### config.mk
export PLATFORM = sky130hd
export DESIGN_NAME = pm_noc_out_arb
export DESIGN_NICKNAME = d
export VERILOG_FILES = /design/src/rtl/pm_noc_out_arb_pkg.sv /design/src/rtl/pm_noc_out_arb_rr_pick.sv /design/src/rtl/pm_noc_out_arb.sv
export SDC_FILE = /design/constraint.sdc
export NUM_CORES = 1
export LEC_CHECK = 0
export BUFFER_PORTS_ARGS = -buffer_cell sky130_fd_sc_hd__buf_4
export CORE_UTILIZATION = 46
export DETAILED_ROUTE_END_ITERATION = 12
export HOLD_SLACK_MARGIN = 0.1
export PLACE_DENSITY = 0.8
export SKIP_LAST_GASP = 1
export SYNTH_ARGS = -nofsm -noshare
export SYNTH_HDL_FRONTEND = slang
export SYNTH_SLANG_ARGS = --single-unit
### constraint.sdc
create_clock -name clk_pm_i -period 2.3 [get_ports clk_pm_i]
set_clock_uncertainty 0.15 [all_clocks]
set_input_delay 0.46 -clock clk_pm_i [delete_from_list [all_inputs] [get_ports clk_pm_i]]
set_output_delay 0.46 -clock clk_pm_i [all_outputs]
set_load 0.005 [all_outputs]
### src/rtl/pm_noc_out_arb_pkg.sv
// Shared definitions for the PM-domain outbound NoC arbiter and its helpers.
package pm_noc_out_arb_pkg;

  localparam int MAX_REQ                    = 8;
  localparam int NOC_ASYNC_FIFO_PACKET_SIZE = 32;

  typedef enum logic {
    ARB_IDLE   = 1'b0,
    ARB_LOCKED = 1'b1
  } arb_state_e;

  // The burst marker is the packet MSB unless a user overrides it.
  function automatic int default_burst_bit(input int packet_size);
    return packet_size - 1;
  endfunction

endpackage

### src/rtl/pm_noc_out_arb_rr_pick.sv
// Rotate-priority encoder: first set bit of vec_i at or above ptr_i, wrapping modulo N.
module pm_noc_out_arb_rr_pick
  import pm_noc_out_arb_pkg::*;
#(
  parameter int N     = 2,
  parameter int IDX_W = $clog2(N)
) (
  input  logic [N-1:0]     vec_i,
  input  logic [IDX_W-1:0] ptr_i,
  output logic [N-1:0]     onehot_o,
  output logic [IDX_W-1:0] idx_o
);

  logic [2*MAX_REQ-1:0] rotated;
  logic                 found;
  int                   pos;

  // NOTE: every always_comb output gets a default first so no latch is inferred.
  always_comb begin
    onehot_o = '0;
    idx_o    = '0;
    found    = 1'b0;
    pos      = 0;
    // Doubling the vector turns the wrap-around search into a plain shift.
    rotated  = (2*MAX_REQ)'({vec_i, vec_i}) >> ptr_i;
    for (int k = 0; k < MAX_REQ; k++) begin
      if (k < N && !found && rotated[k]) begin
        found = 1'b1;
        pos   = int'(ptr_i) + k;
        if (pos >= N) pos = pos - N;
      end
    end
    if (found) begin
      idx_o    = IDX_W'(pos);
      onehot_o = N'(1) << idx_o;
    end
  end

endmodule

### src/rtl/pm_noc_out_arb.sv
// Round-robin arbiter sharing the PM outbound NoC packet path; bursts hold the
// grant until their last packet or until the burst watchdog forces a release.
module pm_noc_out_arb
  import pm_noc_out_arb_pkg::*;
#(
  parameter int NUM_REQ     = 2,
  parameter int PACKET_SIZE = NOC_ASYNC_FIFO_PACKET_SIZE,
  parameter int BURST_BIT   = default_burst_bit(PACKET_SIZE),
  parameter int MAX_BURST   = 16
) (
  input  logic                           clk_pm_i,
  input  logic                           reset_pm_i,
  input  logic [NUM_REQ-1:0]             req_valid_i,
  input  logic [NUM_REQ*PACKET_SIZE-1:0] req_data_i,
  output logic [NUM_REQ-1:0]             req_ready_o,
  output logic                           out_valid_o,
  output logic [PACKET_SIZE-1:0]         out_data_o,
  input  logic                           out_ready_i,
  output logic [NUM_REQ-1:0]             grant_o,
  output logic                           burst_abort_o,
  input  logic                           burst_abort_clr_i
);

  localparam int IDX_W = $clog2(NUM_REQ);

  arb_state_e             state_q;
  logic [IDX_W-1:0]       owner_q;
  logic [IDX_W-1:0]       rr_ptr_q;
  logic [7:0]             burst_cnt_q;
  logic                   out_valid_q;
  logic [PACKET_SIZE-1:0] out_data_q;
  logic                   burst_abort_q;

  logic [NUM_REQ-1:0]     pick_onehot;
  logic [IDX_W-1:0]       pick_idx;
  logic [NUM_REQ-1:0]     grant_vec;
  logic [NUM_REQ-1:0]     ready_vec;
  logic [IDX_W-1:0]       grant_idx;
  logic [IDX_W-1:0]       next_ptr;
  logic [PACKET_SIZE-1:0] sel_data;
  logic [7:0]             cnt_inc;
  logic                   can_accept;
  logic                   accept;
  logic                   burst_flag;
  logic                   force_release;

  pm_noc_out_arb_rr_pick #(
    .N     (NUM_REQ),
    .IDX_W (IDX_W)
  ) u_rr_pick (
    .vec_i    (req_valid_i),
    .ptr_i    (rr_ptr_q),
    .onehot_o (pick_onehot),
    .idx_o    (pick_idx)
  );

  always_comb begin
    grant_idx = (state_q == ARB_LOCKED) ? owner_q : pick_idx;
    grant_vec = (state_q == ARB_LOCKED) ? (NUM_REQ'(1) << owner_q) : pick_onehot;
    if (reset_pm_i) grant_vec = '0;

    // A full register can still take a packet in the cycle it drains.
    can_accept = !out_valid_q || out_ready_i;
    ready_vec  = can_accept ? grant_vec : '0;
    accept     = |(req_valid_i & ready_vec);

    sel_data = '0;
    for (int i = 0; i < NUM_REQ; i++) begin
      if (IDX_W'(i) == grant_idx) sel_data = req_data_i[i*PACKET_SIZE +: PACKET_SIZE];
    end
    burst_flag = sel_data[BURST_BIT];

    next_ptr      = (grant_idx == IDX_W'(NUM_REQ - 1)) ? '0 : grant_idx + IDX_W'(1);
    cnt_inc       = burst_cnt_q + 8'd1;
    force_release = accept && (state_q == ARB_LOCKED) && burst_flag
                    && (cnt_inc == 8'(MAX_BURST));
  end

  // NOTE: sequential state uses non-blocking assignments so every register sees pre-edge values.
  always_ff @(posedge clk_pm_i) begin
    if (reset_pm_i) begin
      state_q       <= ARB_IDLE;
      owner_q       <= '0;
      rr_ptr_q      <= '0;
      burst_cnt_q   <= '0;
      out_valid_q   <= 1'b0;
      // NOTE: the packet register is reset as well, since out_data_o must read zero in reset.
      out_data_q    <= '0;
      burst_abort_q <= 1'b0;
    end else begin
      if (can_accept) begin
        out_valid_q <= accept;
        if (accept) out_data_q <= sel_data;
      end

      if (force_release)          burst_abort_q <= 1'b1;
      else if (burst_abort_clr_i) burst_abort_q <= 1'b0;

      unique case (state_q)
        ARB_IDLE: begin
          if (accept) begin
            if (burst_flag) begin
              state_q     <= ARB_LOCKED;
              owner_q     <= grant_idx;
              burst_cnt_q <= 8'd1;
            end else begin
              rr_ptr_q <= next_ptr;
            end
          end
        end
        ARB_LOCKED: begin
          if (accept) begin
            if (!burst_flag || force_release) begin
              state_q     <= ARB_IDLE;
              rr_ptr_q    <= next_ptr;
              burst_cnt_q <= '0;
            end else begin
              burst_cnt_q <= cnt_inc;
            end
          end
        end
        default: state_q <= ARB_IDLE;
      endcase
    end
  end

  assign req_ready_o   = ready_vec;
  assign grant_o       = grant_vec;
  assign out_valid_o   = out_valid_q;
  assign out_data_o    = out_data_q;
  assign burst_abort_o = burst_abort_q;

endmodule

# Yosys cells after proc, flatten, opt, wreduce, memory -nomap -nowiden
# Cells that the tools add are included.
dict set report totals {
  regBits 45
  latchBits 0
  mem_bits_rw 0
  rom_bits 0
  n_memories 0
}
dict set report op_classes {
  addsub 5
  multipliers 0
  n_div 0
  magnitude_cmp 2
  eq_ne 6
  shift 3
  muxes 31
  bitwise 2
  reduce_logical 15
}
# cell n
set op_table {}
lappend op_table {{32-bit two-way mux} 1}
lappend op_table {{8-bit two-way mux} 4}
lappend op_table {{1-bit two-way mux} 19}
lappend op_table {{8-bit case mux with 2 select lines} 1}
lappend op_table {{8-bit by 1-bit adder with 8-bit output (second input constant)} 1}
lappend op_table {{8-bit by 5-bit == test with 1-bit output (second input constant)} 1}
lappend op_table {{2-bit two-way mux} 4}
lappend op_table {{2-bit inequality test (second input constant)} 3}
lappend op_table {{3-bit AND reduction} 2}
lappend op_table {{1-bit logical AND} 4}
lappend op_table {{2-bit by 1-bit inequality test with 1-bit output (second input constant)} 2}
lappend op_table {{1-bit case mux with 2 select lines} 2}
lappend op_table {{4-bit AND reduction} 1}
lappend op_table {{1-bit by 1-bit << shifter with 2-bit output (first input constant)} 2}
lappend op_table {{4-bit by 1-bit right shift with 2-bit output} 1}
lappend op_table {{1-bit logical NOT} 3}
lappend op_table {{1-bit by 1-bit adder with 2-bit output (second input constant)} 1}
lappend op_table {{2-bit bitwise AND} 1}
lappend op_table {{1-bit by 2-bit greater-or-equal comparator with 1-bit output (second input constant)} 1}
lappend op_table {{2-bit greater-or-equal comparator (second input constant)} 1}
lappend op_table {{1-bit logical OR} 2}
lappend op_table {{2-bit AND reduction} 1}
lappend op_table {{2-bit nonzero test} 1}
lappend op_table {{2-bit OR reduction} 1}
lappend op_table {{other kinds (3)} 4}

# Depth between registers and ports, before layout
dict set report depth {
  depth_word 19
  ltp_mapped 7
  depth_no_buf 7
}

# Hierarchy
# A second synthesis with hierarchy kept.
dict set report unflattened {
  hier_cells 258
  area_unflattened_um2 2378.5
}
# mod n_inst cells_per_inst area_per_inst_um2 seq_area_each_um2
set by_module_without_submodules {}
lappend by_module_without_submodules {pm_noc_out_arb 1 254 2352.3 900.9}
lappend by_module_without_submodules {pm_noc_out_arb_rr_pick 1 4 26.3 0.0}

# Least setup slack after synthesis
# OpenSTA, ideal clock, no wires.
dict set report synth_path {
  path_type {input -> register}
  start {input reset_pm_i}
  end {register owner_q}
  setup_time_ns 0.070
  t_arrival_ns 1.771
  required_ns 2.080
  path_slack_ns 0.309
  path_stages 6
  n_path_buf 1
  cell_sequence {clkbuf_1 > a211o_1 > nor2_2 > nand2_2 > or4b_1 > a21oi_1}
}
dict set report synth_between {
  elab_chain_len 5
}
# item line
set synth_lines {}
lappend synth_lines {{from (decl)} pm_noc_out_arb.sv:12} ;# input logic reset_pm_i,
lappend synth_lines {{2-bit two-way mux} pm_noc_out_arb.sv:60} ;# if (reset_pm_i) grant_vec = '0;
lappend synth_lines {{2-bit two-way mux} pm_noc_out_arb.sv:64} ;# ready_vec = can_accept ? grant_vec : '0;
lappend synth_lines {{2-bit bitwise AND} pm_noc_out_arb.sv:65} ;# accept = |(req_valid_i & ready_vec);
lappend synth_lines {{2-bit OR reduction} pm_noc_out_arb.sv:65}
lappend synth_lines {{3-bit AND reduction (no source line)} -}
lappend synth_lines {{to (signal assigned)} pm_noc_out_arb.sv:104} ;# owner_q <= grant_idx;
lappend synth_lines {{to (decl)} pm_noc_out_arb.sv:27} ;# logic [IDX_W-1:0] owner_q;
# Several ways; a longest one is shown, not always the timed one.
# A chain may end at the register's enable or synchronous reset.

# Worst setup path after layout
dict set report layout_path {
  start {register state_q}
  end {output req_ready_o[1]}
}
dict set report layout_between {
  elab_chain_len 3
}
# item line
set layout_lines {}
lappend layout_lines {{from (decl)} pm_noc_out_arb.sv:26} ;# arb_state_e state_q;
lappend layout_lines {{from (signal assigned)} pm_noc_out_arb.sv:82} ;# state_q <= ARB_IDLE;
lappend layout_lines {{from (signal assigned)} pm_noc_out_arb.sv:103} ;# state_q <= ARB_LOCKED;
lappend layout_lines {{from (signal assigned)} pm_noc_out_arb.sv:114} ;# state_q <= ARB_IDLE;
lappend layout_lines {{2-bit two-way mux} pm_noc_out_arb.sv:59} ;# grant_vec = (state_q == ARB_LOCKED) ? (NUM_REQ'(1) << owner_q) : pick_onehot;
lappend layout_lines {{2-bit two-way mux} pm_noc_out_arb.sv:60}
lappend layout_lines {{2-bit two-way mux} pm_noc_out_arb.sv:64}
lappend layout_lines {{to (decl)} pm_noc_out_arb.sv:15} ;# output logic [NUM_REQ-1:0] req_ready_o,
# No other way between the ends.

==> flow_metrics.tcl <==
set metrics [dict create \
    violations "DRC" \
    crit_fanout 14 \
    path_clk_slew_ns 0.08 \
    cp.arrival_ns 1.51 \
    cp-start-kind "flop" \
    cts_setup_buffers 0 \
    cts_tree "yes" \
    final_max_slew_viol_count 0 \
    wire_per_inst_um 13.2 \
    overflow 0 \
    r2r_end "burst_cnt_q[3]" \
    yosysSeqAreaShare 0.408 \
    path_class "flop to primary output" \
    period_share 0.920 \
    synth_fa_ha_area_frac 0.0113 \
    hold_viol 0 \
    netlist_instances 247 \
    rows 24 \
    slew_headroom 0.751 \
    holdPathStages 4 \
    core_area_mm2 0.00447 \
    fin_setup_tns_ns 0 \
    first_iter_violations 82 \
    syn_nets 319 \
    cp_common_cell "nor2b_1" \
    rr_worst_depth 7 \
    p_per_area_mw_per_mm2 603 \
    p_leak_uw 0.00142 \
    setup_slack_ns 0.184 \
    min_to "burst_abort_o" \
    antenna_cells 0 \
    synth_xor_xnor_area_share 0.0198 \
    synth.avg_cell_area_um2 8.95 \
    vias_per_cell 5.30 \
    crit_path_max_incr_delay_ns 0.39 \
    start_util 0.494 \
    ys_warn_count 0 \
    dieWidth_um 71.3 \
    yosys.area_share.simple 0.168 \
    hp-start "burst_abort_clr_i" \
    die_h_um 71.3 \
    track_usage 0.216 \
    max-clock-path-buffers 2 \
    dieArea_mm2 0.00508 \
    synth_top_family_by_area "compound AO/OA/AOI/OAI gates" \
    peakVddDrop_v 0.000312 \
    portBuffers 107 \
    cts_buffers 5 \
    syn_area_mm2 0.00221 \
    htreeDepth 2 \
    grt_max_degree 42 \
    io_pins 108 \
    status "finished, violations left" \
    r2r_start "burst_cnt_q[0]" \
    post-place-ws_ns 0.127 \
    antenna_found_initial 0 \
    wl_um 5280 \
    muxShareOfSynthArea 0.147 \
    post-place-cells 393 \
    synth_compound_area_frac 0.202 \
    max_clock_freq_mhz 472 \
    area_growth_pct 43.1 \
    first_pass_iters 8 \
    routed-via-count 2126 \
    endpoint_kind "primary output" \
    drc_errors 5 \
    cap_violations 0 \
    yosys_register_bits 45 \
    reg2reg_slack_ns 0.22 \
    first_global_vias 1948 \
    final_antenna_net_count 0 \
    clockRootBuffer "clkbuf_8" \
    cp.required_ns 1.69 \
    path_delay_family "simple AND/OR/NAND/NOR gates" \
    clock-sinks 45 \
    final_cells 401 \
    finalNetCount 420 \
    place_hpwl_um 3920 \
    cts_hold_buffers 0 \
    synth_cell_types 39 \
    insertion_delay_ns 0.30 \
    critPathSlowestCell "dfxtp_2" \
    holdCritPathClass "input pin to flop" \
    finalSetupViolCount 0 \
    critical_path.cell_chain "nand2b_1 -> o21ai_4 -> nor2b_1 -> nor2b_1 -> buf_4" \
    finalCriticalPeriod_ns 2.12 \
    rsz0062_at_grt "no" \
    grt_pass1_wl_um 8560 \
    tightest_slew_ns 0.374 \
    drive_gt1_frac 0.367 \
    path_buf_inv 1 \
    place_congestion 0.832 \
]
[tightest hold or removal path: cells and delay by family]
| family | cells | cell delay [ns] |
|---|---|---|
| buffers and inverters | 1 | 0.08 |
| and+or+nand+nor | 2 | 0.08 |
| AOI/OAI and AO/OA | 1 | 0.11 |
[layout by cell type, fill, tap and decap left out, types with 2 or more instances in the layout]
| cell type | synthesis | routed |
|---|---|---|
| a22o_1 | 2 | 2 |
| nor2_1 | 43 | 43 |
| xnor2_1 | 3 | 3 |
| and2_1 | 2 | 2 |
| inv_1 | 4 | 4 |
| ha_1 | 2 | 2 |
| nor2b_1 | 6 | 6 |
| buf_4 | 0 | 113 |
| nand3_1 | 4 | 4 |
| xor2_1 | 2 | 2 |
| nand2_1 | 10 | 10 |
| o2bb2ai_1 | 2 | 2 |
| o21ai_0 | 3 | 3 |
| a211oi_1 | 33 | 33 |
| clkbuf_8 | 0 | 6 |
| mux2i_1 | 31 | 31 |
| nand4_1 | 2 | 2 |
| a31oi_1 | 2 | 2 |
| a211o_1 | 2 | 2 |
| dfxtp_1 | 45 | 44 |
| nor3b_1 | 2 | 2 |
| nand2b_1 | 2 | 2 |
| a21o_1 | 2 | 2 |
| a21oi_1 | 7 | 7 |
| o21ai_1 | 4 | 4 |
[timing repair]
action / CTS / global route
endpoints found under the setup margin: 0 / 1
gates resized for setup: 0 / 1
hold endpoints to repair: 0 / 0
[Yosys cell counts (all sizes together)]
| master | instances | area (µm²) |
|---|---|---|
| a211o | 2 | 17.5 |
| a211oi | 33 | 248 |
| a21o | 2 | 15.0 |
| a21oi | 7 | 35.0 |
| a22o | 2 | 17.5 |
| a31oi | 2 | 12.5 |
| a32oi | 1 | 8.76 |
| and2 | 2 | 12.5 |
| and4 | 1 | 11.3 |
| buf | 10 | 48.8 |
| clkbuf | 9 | 33.8 |
| dfxtp | 45 | 901 |
| ha | 2 | 25.0 |
| inv | 4 | 15.0 |
| mux2 | 1 | 15.0 |
| mux2i | 31 | 310 |
| nand2 | 11 | 43.8 |
| nand2b | 2 | 12.5 |
| nand3 | 4 | 20.0 |
| nand3b | 1 | 7.51 |
| nand4 | 2 | 12.5 |
| nor2 | 44 | 168 |
| nor2b | 7 | 46.3 |
| nor3 | 1 | 5.00 |
| nor3b | 2 | 15.0 |
| o21a | 1 | 7.51 |
| o21ai | 8 | 51.3 |
| o2bb2ai | 2 | 17.5 |
| o32ai | 1 | 16.3 |
| or3 | 1 | 6.26 |
| or4b | 1 | 10.0 |
| xnor2 | 3 | 26.3 |
| xor2 | 2 | 17.5 |
[how the worst max path moves through the flow]
stage          cells past startpoint      startpoint              to
4_1_cts                            5         state_q  req_ready_o[1]
6_report                           5         state_q  req_ready_o[1]
5_1_grt                            7  burst_cnt_q[0]  burst_cnt_q[3]
2_1_floorplan                      6      reset_pm_i         owner_q
3_3_place_gp                       7  req_valid_i[0]  burst_cnt_q[3]
3_5_place_dp                       7  req_valid_i[0]  burst_cnt_q[3]
[cell type report]
class | instances | area, µm²
timing repair buffer | 113 | 848
sequential | 45 | 902
multi-input combinational | 179 | 1220
clock buffer | 7 | 86.3
tap | 52 | 65.1
fill | 374 | 1310
inverter | 4 | 15.0
clock inverter | 1 | 30.0
[state kept, by name, indices dropped and copies added (netlist names)]
name           count
burst_cnt_q        8
rr_ptr_q           1
burst_abort_o      1
owner_q            1
state_q            1
out_data_o        32
out_valid_o        1
[metal layers]
layer	GRT usage	vias to the layer above	routed length (µm)
li1	-	1085	-
met1	0.227	944	2080
met2	0.394	82	2660
met3	0.0520	15	359
met4	0.124	0	176
met5	0	-	0
[power breakdown]
group	leakage, µW	total (µW)	switching, µW	internal, µW
Sequential	0.000371	871	34.4	837
Clock	0.0000585	616	261	354
Combinational	0.000994	420	180	240
Total	0.00142	1910	476	1430
[kinds of logic after synthesis]
group / count (synthesis)
fa+ha+maj: 2
compound gates: 61
flops: 45
xor+xnor: 5
simple gates: 79
buf+inv: 23
mux: 32
[stage by stage]
step	instance area (µm²)	hold slack [ns]	utilization	total power (µW)
2_1_floorplan	2210	0.288	-	1090
3_3_place_gp	3050	0.309	0.681	1300
3_5_place_dp	3050	0.317	0.681	1310
4_1_cts	3160	0.318	0.707	1920
5_1_grt	3160	0.336	0.707	1990
6_report	3160	0.321	0.707	1910
No activity file was read; power rests on OpenSTA's default activity.
